[config.mk]
export PLATFORM = sky130hd
export DESIGN_NAME = csr_row_sequencer_flat
export DESIGN_NICKNAME = d
export VERILOG_FILES = /design/src/rtl/csr_row_sequencer_if.sv /design/src/rtl/csr_row_sequencer.sv /design/src/flat_wrapper.sv
export SDC_FILE = /design/constraint.sdc
export NUM_CORES = 1
export LEC_CHECK = 0
export BUFFER_PORTS_ARGS = -buffer_cell sky130_fd_sc_hd__buf_4
export CAP_MARGIN = 20
export CORE_UTILIZATION = 60
export CTS_CLUSTER_SIZE = 30
export DETAILED_ROUTE_END_ITERATION = 7
export PLACE_DENSITY = 0.87
export RECOVER_POWER = 100
export SLEW_MARGIN = 20
export SYNTH_ARGS = -nofsm -noshare
export SYNTH_HDL_FRONTEND = slang
export SYNTH_SLANG_ARGS = --single-unit
[constraint.sdc]
create_clock -name clk -period 5.5 [get_ports clk]
set_input_delay 0.275 -clock clk [delete_from_list [all_inputs] [get_ports clk]]
set_output_delay 0.275 -clock clk [all_outputs]
set_load 0.02 [all_outputs]
[src/rtl/csr_row_sequencer_if.sv]
// Row-pointer fetch and nonzero-slot issue bus between the CSR row sequencer and
// its neighbours (row-pointer memory, counter_up and the MAC datapath).
interface csr_row_sequencer_if #(
  parameter int COUNT_LEN = 10,
  parameter int ROW_W     = 8
);
  logic               rp_req;
  logic [ROW_W:0]     rp_addr;
  logic               rp_valid;
  logic [COUNT_LEN:0] rp_data;
  logic [COUNT_LEN:0] nz_count;
  logic               nz_en;
  logic               nz_valid;
  logic               nz_ready;
  logic [ROW_W-1:0]   nz_row;
  logic               nz_last;
  logic               row_done;

  modport master (
    output rp_req, rp_addr, nz_en, nz_valid, nz_row, nz_last, row_done,
    input  rp_valid, rp_data, nz_count, nz_ready
  );

  modport slave (
    input  rp_req, rp_addr, nz_en, nz_valid, nz_row, nz_last, row_done,
    output rp_valid, rp_data, nz_count, nz_ready
  );
endinterface

[src/rtl/csr_row_sequencer.sv]
// Walks a CSR matrix row by row: fetches row pointers, issues one nonzero slot per
// handshake and uses the external nonzero counter (nz_count) to find row ends.
module csr_row_sequencer #(
  parameter int COUNT_LEN = 10,
  parameter int ROW_W     = 8
) (
  input  logic             clk,
  input  logic             reset,
  input  logic             start,
  input  logic [ROW_W-1:0] num_rows,
  csr_row_sequencer_if.master bus,
  output logic             busy,
  output logic             done,
  output logic             err
);
  localparam int CW = COUNT_LEN + 1;

  typedef enum logic [2:0] {IDLE, FETCH0, FETCH, STREAM, ROWDONE, DONE} state_t;

  state_t           state;
  logic [ROW_W-1:0] r;
  logic [ROW_W-1:0] nrows;
  logic [CW-1:0]    end_ptr;

  // counter_up advances on the same edge as the handshake, so nz_count is the slot index
  assign bus.nz_en   = bus.nz_valid & bus.nz_ready;
  assign bus.nz_last = bus.nz_valid && ((bus.nz_count + CW'(1)) == end_ptr);
  assign bus.nz_row  = r;

  always_ff @(posedge clk or posedge reset) begin
    if (reset) begin
      state        <= IDLE;
      r            <= '0;
      nrows        <= '0;
      end_ptr      <= '0;
      bus.rp_req   <= 1'b0;
      bus.rp_addr  <= '0;
      bus.nz_valid <= 1'b0;
      bus.row_done <= 1'b0;
      busy         <= 1'b0;
      done         <= 1'b0;
      err          <= 1'b0;
    end else begin
      bus.rp_req   <= 1'b0;
      bus.row_done <= 1'b0;
      done         <= 1'b0;
      case (state)
        IDLE: if (start) begin
          err   <= 1'b0;
          busy  <= 1'b1;
          nrows <= num_rows;
          r     <= '0;
          if (num_rows == '0) begin
            done  <= 1'b1;
            state <= DONE;
          end else begin
            bus.rp_addr <= '0;
            bus.rp_req  <= 1'b1;
            state       <= FETCH0;
          end
        end
        // row 0 start pointer must agree with where the counter already is
        FETCH0: if (bus.rp_valid) begin
          if (bus.rp_data != bus.nz_count) begin
            err   <= 1'b1;
            done  <= 1'b1;
            state <= DONE;
          end else begin
            bus.rp_addr <= {1'b0, r} + (ROW_W+1)'(1);
            bus.rp_req  <= 1'b1;
            state       <= FETCH;
          end
        end
        FETCH: if (bus.rp_valid) begin
          end_ptr <= bus.rp_data;
          if (bus.rp_data < bus.nz_count) begin
            err   <= 1'b1;
            done  <= 1'b1;
            state <= DONE;
          end else if (bus.rp_data == bus.nz_count) begin
            bus.row_done <= 1'b1;
            state        <= ROWDONE;
          end else begin
            bus.nz_valid <= 1'b1;
            state        <= STREAM;
          end
        end
        STREAM: if (bus.nz_ready && bus.nz_last) begin
          bus.nz_valid <= 1'b0;
          bus.row_done <= 1'b1;
          state        <= ROWDONE;
        end
        ROWDONE: begin
          if (r == nrows - ROW_W'(1)) begin
            done  <= 1'b1;
            state <= DONE;
          end else begin
            r           <= r + ROW_W'(1);
            bus.rp_addr <= {1'b0, r} + (ROW_W+1)'(2);
            bus.rp_req  <= 1'b1;
            state       <= FETCH;
          end
        end
        DONE: begin
          busy  <= 1'b0;
          state <= IDLE;
        end
        default: state <= IDLE;
      endcase
    end
  end
endmodule
[src/flat_wrapper.sv]
// flat-port wrapper written by rule: the top's interface ports become plain ports
module csr_row_sequencer_flat 
#(
  parameter int COUNT_LEN = 10,
  parameter int ROW_W     = 8
)
  (clk, reset, start, num_rows, busy, done, err, bus_rp_req, bus_rp_addr, bus_nz_en, bus_nz_valid, bus_nz_row, bus_nz_last, bus_row_done, bus_rp_valid, bus_rp_data, bus_nz_count, bus_nz_ready);
  csr_row_sequencer_if #(.COUNT_LEN(COUNT_LEN), .ROW_W(ROW_W)) bus_i ();
  input  logic clk;
  input  logic reset;
  input  logic start;
  input  logic [ROW_W-1:0] num_rows;
  output logic busy;
  output logic done;
  output logic err;
  output wire logic [$bits(bus_i.rp_req)-1:0] bus_rp_req;
  output wire logic [$bits(bus_i.rp_addr)-1:0] bus_rp_addr;
  output wire logic [$bits(bus_i.nz_en)-1:0] bus_nz_en;
  output wire logic [$bits(bus_i.nz_valid)-1:0] bus_nz_valid;
  output wire logic [$bits(bus_i.nz_row)-1:0] bus_nz_row;
  output wire logic [$bits(bus_i.nz_last)-1:0] bus_nz_last;
  output wire logic [$bits(bus_i.row_done)-1:0] bus_row_done;
  input wire logic [$bits(bus_i.rp_valid)-1:0] bus_rp_valid;
  input wire logic [$bits(bus_i.rp_data)-1:0] bus_rp_data;
  input wire logic [$bits(bus_i.nz_count)-1:0] bus_nz_count;
  input wire logic [$bits(bus_i.nz_ready)-1:0] bus_nz_ready;
  assign bus_rp_req = bus_i.rp_req;
  assign bus_rp_addr = bus_i.rp_addr;
  assign bus_nz_en = bus_i.nz_en;
  assign bus_nz_valid = bus_i.nz_valid;
  assign bus_nz_row = bus_i.nz_row;
  assign bus_nz_last = bus_i.nz_last;
  assign bus_row_done = bus_i.row_done;
  assign bus_i.rp_valid = bus_rp_valid;
  assign bus_i.rp_data = bus_rp_data;
  assign bus_i.nz_count = bus_nz_count;
  assign bus_i.nz_ready = bus_nz_ready;
  csr_row_sequencer #(.COUNT_LEN(COUNT_LEN), .ROW_W(ROW_W)) u_core (.clk(clk), .reset(reset), .start(start), .num_rows(num_rows), .bus(bus_i), .busy(busy), .done(done), .err(err));
endmodule
==> out/qor.yml, run 1 <==
fin_crit_ns: 3.23
coreArea_sq_um: 4880
numClockSinks: 45
grt_use_total_pct: 30.0
cts_setup_buffers: 0
io_pins: 60
rsz0062_at_grt: "false"
p_leak_nw: 1.63
ctsRootBufferMaster: "clkbuf_8"
drc_errors: 0
busiest_layer: "met2"
diodes: 0
synth_area_leaders: "dfrtp_1, mux2_2, ha_1"
power_density_nw_per_um2: 438
area_growth_pct: 13.5
synthesis.area_sq_um: 3150
syn_avg_cell_area_sq_um: 9.12
synthTopCellsByCount: "dfrtp_1, nand2_1, mux2_2, nor2_1, o21ai_0"
seq_power_share_pct: 38.1
fill_cells: 404
fin_crit_sh_pct: 58.7
status: "complete, but fails checks"
antenna_found_initial: 0
yosysSeqAreaShare_pct: 35.8
grt_max_degree: 46
path_max_fanout: 15
first_global_vias: 2649
die_w_um: 74.4
slew_viol_final: 46
internal_power_mw: 0.902
pwr-share-clk_pct: 16.3
setup_tns_ns: 0
drive_above_1_share_pct: 18.8
endpoint_kind: "flip-flop"
synth_edf_count: 0
setup_violations: 0
rr_worst_depth: 9
r2r_slack_ns: 2.27
hp-class: "input pin to flip-flop"
clk_pin_slew_ns: 0.09
min_to: "u_core.nrows[1]$_DFFE_PP0P_"
skew_ns: 0.00756
cts_resized: 0
synth_flop_cell: "dfrtp_1"
yosys_warnings: 0
comb_power_share_pct: 45.6
io_buffers: 59
slew-limit-headroom_pct: -58.8
timing.rr.end: "u_core.bus.nz_row[5]$_DFFE_PP0P_"
hold_viol: 0
whs_path_depth: 3
ff_latch_area_sq_um: 1130
worst-setup-path-type: "flip-flop to flip-flop"
r2r_start: "u_core.nrows[0]$_DFFE_PP0P_"
ys_ff_latch: 45
cts_tree: "built"
synth_fp_nets: 395
start_util_pct: 64.5
synth.most_common_cell: "dfrtp_1"
p_sw_share_pct: 42.3
cp.arrival_ns: 3.48
met3_usage_pct: 4.61
holdBufCountCts: 0
worstSetupStartpointType: "flip-flop"
multiInputGateArea_sq_um: 1830
post-dp-hpwl_mm: 5.56
dr.pass1.iters: 5
gr-usage-met1_pct: 42.0
ant_nets: 0
grt_pass1_wl_mm: 12.6
drtIter0Drc: 258
clk_latency_ns: 0.31
synth.top_cell.area_share_pct: 35.8
synth.distinct_cells: 60
ir_worst_vdd_mv: 0.235
wl_per_cell_um: 16.2
cts_inserted_buffers: 5
grt_overflow: 0
met2_usage_pct: 47.9
worstHoldStart: "num_rows[1]"
vias: 2835
switchingPower_mw: 0.662
violations: "max-capacitance violations, max-slew violations"
ys_async_sr_fraction_pct: 100
wl_mm: 7.54
dieArea_sq_um: 5540
fin_nets: 447
fmax_mhz: 310
viasPerCell: 6.10
die_y_um: 74.4
cts_max_level: 2
place_congestion: 0.886
clk_path_buf_depth: 2
synthCells: 345
worstMarginPinSlew_ns: 2.38
hold_ws_ns: 0.180
rows: 25
yosys.area.top_type: "dfrtp_1"
crit_required_ns: 5.75
drv_cap: 1
-- routing by layer --
metal,wire [um],share of wire (%)
met5,0,0
met1,3330,44
met3,470,6.2
met2,3610,48
met4,132,1.8
-- worst max path at each step --
| stage | startpoint | to | slack, ns | depth (start not counted) |
|---|---|---|---|---|
| after detailed placement | bus_nz_count[6] | u_core.bus.rp_addr[1]$_DFFE_PP0P_ | 2.86 | 10 |
| after CTS | u_core.state[2]$_DFFE_PP0P_ | u_core.bus.nz_row[5]$_DFFE_PP0P_ | 2.88 | 5 |
| final | u_core.nrows[0]$_DFFE_PP0P_ | u_core.bus.nz_row[5]$_DFFE_PP0P_ | 2.27 | 9 |
| after floorplan | u_core.nrows[0]$_DFFE_PP0P_ | u_core.bus.rp_addr[0]$_DFFE_PP0P_ | 3.23 | 9 |
| after global placement | bus_nz_count[8] | u_core.bus.rp_addr[8]$_DFFE_PP0P_ | 2.97 | 10 |
| after global routing | u_core.nrows[0]$_DFFE_PP0P_ | u_core.bus.nz_row[7]$_DFFE_PP0P_ | 1.94 | 9 |
-- cell type report --
| cell class | instances | area share, % |
|---|---|---|
| clock inverters | 2 | 1.09 |
| multi-input cells | 265 | 51.2 |
| repair buffers | 60 | 9.77 |
| well taps | 67 | 2.35 |
| inverters | 20 | 2.10 |
| clock buffers | 6 | 2.03 |
| flip-flops and latches | 45 | 31.5 |
-- power groups by stage --
stage                     clock network [mW]  logic, mW  registers (mW)
final                                  0.255      0.713           0.596
after CTS                              0.260      0.772           0.596
after global routing                   0.272      0.793           0.614
after floorplan                            0      0.586           0.572
after global placement                     0      0.737           0.598
after detailed placement                   0      0.761           0.601
-- logic make-up (layout without fill, tap and decap cells) --
| kind of cell | Yosys count | count (layout) | synth area share [%] |
|---|---|---|---|
| muxes | 28 | 28 | 10.0 |
| DFF | 45 | 45 | 35.8 |
| and+or+nand+nor | 122 | 122 | 21.3 |
| AOI/OAI and AO/OA | 79 | 79 | 16.5 |
| buffers and inverters | 35 | 88 | 4.57 |
| xor gates and xnor gates | 21 | 21 | 5.84 |
| adders and majority gates | 15 | 15 | 5.96 |
-- critical path, stage by stage, from the launching register on --
cell	delay, ns
dfrtp_1	0.42
inv_1	0.08
ha_1	0.24
nor4b_1	0.34
xnor2_1	0.10
nor2_1	0.12
mux2i_2	0.10
o31ai_1	1.18
and2_0	0.41
a211o_1	0.18
-- registers in the layout (all words and copies together), names as in the netlist --
register             count
u_core.end_ptr          11
u_core.bus.rp_addr       9
u_core.bus.nz_row        8
u_core.nrows             8
u_core.state             3
u_core.bus.nz_valid      1
u_core.bus.row_done      1
u_core.bus.rp_req        1
u_core.busy              1
u_core.done              1
u_core.err               1
-- placed cells by master, fill, tap and decap left out, types with 10 or more instances in the layout --
| master | instances |
|---|---|
| dfrtp_1 | 45 |
| xnor2_1 | 11 |
| nor3_1 | 10 |
| clkbuf_1 | 28 |
| ha_1 | 15 |
| inv_1 | 19 |
| nand3_1 | 17 |
| nor2_1 | 22 |
| a21oi_1 | 17 |
| nand2_1 | 28 |
| o21ai_0 | 22 |
| xor2_1 | 10 |
| mux2_2 | 25 |
| buf_4 | 32 |
-- through the flow --
| step | area [sq um] | power [mW] | cells | setup slack (ns) | util (%) |
|---|---|---|---|---|---|
| after floorplan | 3150 | 1.16 | 345 | 3.23 | - |
| after global placement | 3610 | 1.33 | 457 | 2.97 | 74.1 |
| after detailed placement | 3610 | 1.36 | 457 | 2.86 | 74.1 |
| after CTS | 3720 | 1.63 | 465 | 2.88 | 76.3 |
| after global routing | 3570 | 1.68 | 465 | 1.94 | 73.2 |
| final | 3570 | 1.56 | 465 | 2.27 | 73.2 |
No activity file was read; power rests on OpenSTA's default activity.
==> run 2, diff against run 1 <==
--- a/config.mk
+++ b/config.mk
@@ -7,10 +7,10 @@
 export LEC_CHECK = 0
 export BUFFER_PORTS_ARGS = -buffer_cell sky130_fd_sc_hd__buf_4
 export CAP_MARGIN = 20
-export CORE_UTILIZATION = 60
+export CORE_UTILIZATION = 56
 export CTS_CLUSTER_SIZE = 30
 export DETAILED_ROUTE_END_ITERATION = 7
-export PLACE_DENSITY = 0.87
+export PLACE_DENSITY = 0.83
 export RECOVER_POWER = 100
 export SLEW_MARGIN = 20
 export SYNTH_ARGS = -nofsm -noshare
==> constraint.sdc (replaced) <==
create_clock -name clk -period 3.12 [get_ports clk]
set_input_delay 0.156 -clock clk [delete_from_list [all_inputs] [get_ports clk]]
set_output_delay 0.156 -clock clk [all_outputs]
set_load 0.02 [all_outputs]
==> run 2 against run 1 <==
  * The run still ends with max-capacitance violations, max-slew violations left
  * Critical path depth did not move
  * First-iteration DRC count is 14% lower
  * Sequential cell count did not move
  * Global-route usage decreased by 4.0 points
  * Die area is 6.9% higher
  * Total power increased by 75%
  * Cell count up 1.1%
  * Register-to-register slack got worse by 1.9 ns
  * Core utilization shrank 4.7 points
  * Highest routed layer unchanged
==> out/qor.yml, run 2 (synthesized netlist as in run 1, its figures left out) <==
worstSetupStartpointType: "flip-flop"
grt_overflow: 0  # unchanged
final_cells: 470  # +1.1%
io_buffers: 59  # unchanged
fill_cells: 450  # +11%
grt_max_degree: 46  # unchanged
fin_crit_ns: 2.74  # -0.492 ns
critPathLaunch: "u_core.nrows[0]$_DFFE_PP0P_"
hold_ws_ns: 0.0794  # -0.101 ns
p_leak_nw: 1.65  # +1.0%
drive_above_1_share_pct: 20.0  # +1.2 points
ant_nets: 0  # unchanged
slew-limit-headroom_pct: -12.1  # +47 points
coreArea_sq_um: 5270  # +8.0%
clk_pin_slew_ns: 0.09  # about the same
rows: 26  # +4.0%
ir_worst_vdd_mv: 0.550  # +130%
cts_resized: 0  # unchanged
top_register: "u_core.end_ptr"
grt_use_total_pct: 26.0  # -4.0 points
rsz0062_at_grt: "false"
start_util_pct: 59.7  # -4.8 points
post-dp-hpwl_mm: 5.64  # +1.4%
grt_pass1_wl_mm: 12.4  # -1.7%
place_congestion: 0.881  # -0.50%
clk_path_buf_depth: 2  # unchanged
skew_ns: 0.00944  # +0.00188 ns
cts_setup_buffers: 0  # unchanged
status: "complete, but fails checks"
first_global_vias: 2660  # +0.42%
dr.pass1.iters: 5  # unchanged
path_max_fanout: 10  # -5
drtIter0Drc: 223  # -14%
antenna_found_initial: 0  # unchanged
placed_cells: 462  # +1.1%
worstHoldStart: "num_rows[0]"
total_power_mw: 2.74  # +75%
place_ws_ns: 0.528  # -2.34 ns
die_y_um: 77.0  # +3.4%
ctsRootBufferMaster: "clkbuf_8"
holdBufCountCts: 0  # unchanged
fin_crit_sh_pct: 87.7  # +29 points
drc_errors: 0  # unchanged
worst-setup-path-type: "flip-flop to flip-flop"
wl_per_cell_um: 15.6  # -3.9%
cp.arrival_ns: 2.93  # -0.55 ns
reg_top3: "u_core.end_ptr x11, u_core.bus.rp_addr x9"
final_cell_mix: "dfrtp_1, buf_4, nand2_1"
fmax_mhz: 365  # +18%
worstMarginPinSlew_ns: 1.68  # -0.701 ns
cts_max_level: 2  # unchanged
hp-class: "input pin to flip-flop"
whs_path_depth: 3  # unchanged
numClockSinks: 45  # unchanged
wl_mm: 7.32  # -2.9%
diodes: 0  # unchanged
largest_register_ffs: 11  # unchanged
cts_tree: "built"
mostFrequentLayoutCell: "dfrtp_1"
fin_area_sq_um: 3610  # +1.1%
hold_viol: 0  # unchanged
slew_viol_final: 46  # unchanged
vias: 2800  # -1.2%
dieArea_sq_um: 5930  # +6.9%
area_growth_pct: 14.7
drv_cap: 1  # unchanged
rr_worst_depth: 9  # unchanged
placed_area_sq_um: 3630  # +0.52%
setup_violations: 0  # unchanged
setup_slack_ns: 0.383  # -1.89 ns
die_w_um: 77.0  # +3.4%
fin_util_pct: 68.5  # -4.7 points
cts_inserted_buffers: 5  # unchanged
power_density_nw_per_um2: 760  # +74%
fin_nets: 449  # +0.45%
crit_required_ns: 3.31  # -2.44 ns
viasPerCell: 5.96  # -2.3%
violations: "max-capacitance violations, max-slew violations"
r2r_start: "u_core.nrows[0]$_DFFE_PP0P_"
endpoint_kind: "flip-flop"
io_pins: 60  # unchanged
clk_latency_ns: 0.30  # about the same
setup_tns_ns: 0  # unchanged
run 2: cell count changes in the layout (fill, tap and decap cells not counted), sizes merged:
cell      change
clkinv        -1
clkbuf        -1
inv           +2
clkinvlp      +1
bufinv        -1
buf           +2
run 2: critical path, cell delays in order (launching register included):
cell and delay [ns]:
dfrtp_1 0.42, inv_1 0.10, ha_1 0.24, nor4b_2 0.27, xnor2_1 0.17, nor2_1 0.06, mux2i_1 0.41, nor4_4 0.12
nor3_4 0.43, mux2_2 0.41
run 2: metal layers:
layer,part of all wire (%),GRT usage (%),wire (um),vias up
li1,-,-,-,1354
met1,47,37.2,3460,1326
met2,46,40.9,3350,109
met3,6.1,4.29,448,11
met4,0.86,6.60,63,0
met5,0,0,0,-
run 2: power by group:
group	internal [mW]	switching, mW
Combinational	0.578	0.736
Sequential	0.785	0.266
Clock	0.162	0.217
Total	1.52	1.22
run 2: path summary, 6_finish.rpt:
| check | endpoint | slack [ns] |
|---|---|---|
| max | u_core.bus.rp_addr[8]$_DFFE_PP0P_ | 0.38 |
| min | u_core.nrows[0]$_DFFE_PP0P_ | 0.08 |
| max reg2reg | u_core.bus.rp_addr[8]$_DFFE_PP0P_ | 0.38 |
| min reg2reg | u_core.end_ptr[0]$_DFFE_PP0P_ | 0.51 |
| max in group asynchronous | u_core.bus.nz_row[2]$_DFFE_PP0P_ | 1.77 |
| min in group asynchronous | u_core.state[1]$_DFFE_PP0P_ | 0.38 |
run 2: final cells by class:
class | count | area (sq um) | share of cell area, %
clock buffer | 5 | 68.8 | 1.91
clock inverter | 3 | 25.0 | 0.693
inverter | 20 | 75.1 | 2.08
multi-input combinational | 265 | 1870 | 51.6
sequential | 45 | 1130 | 31.2
tap | 70 | 87.6 | 2.42
timing repair buffer | 62 | 364 | 10.1
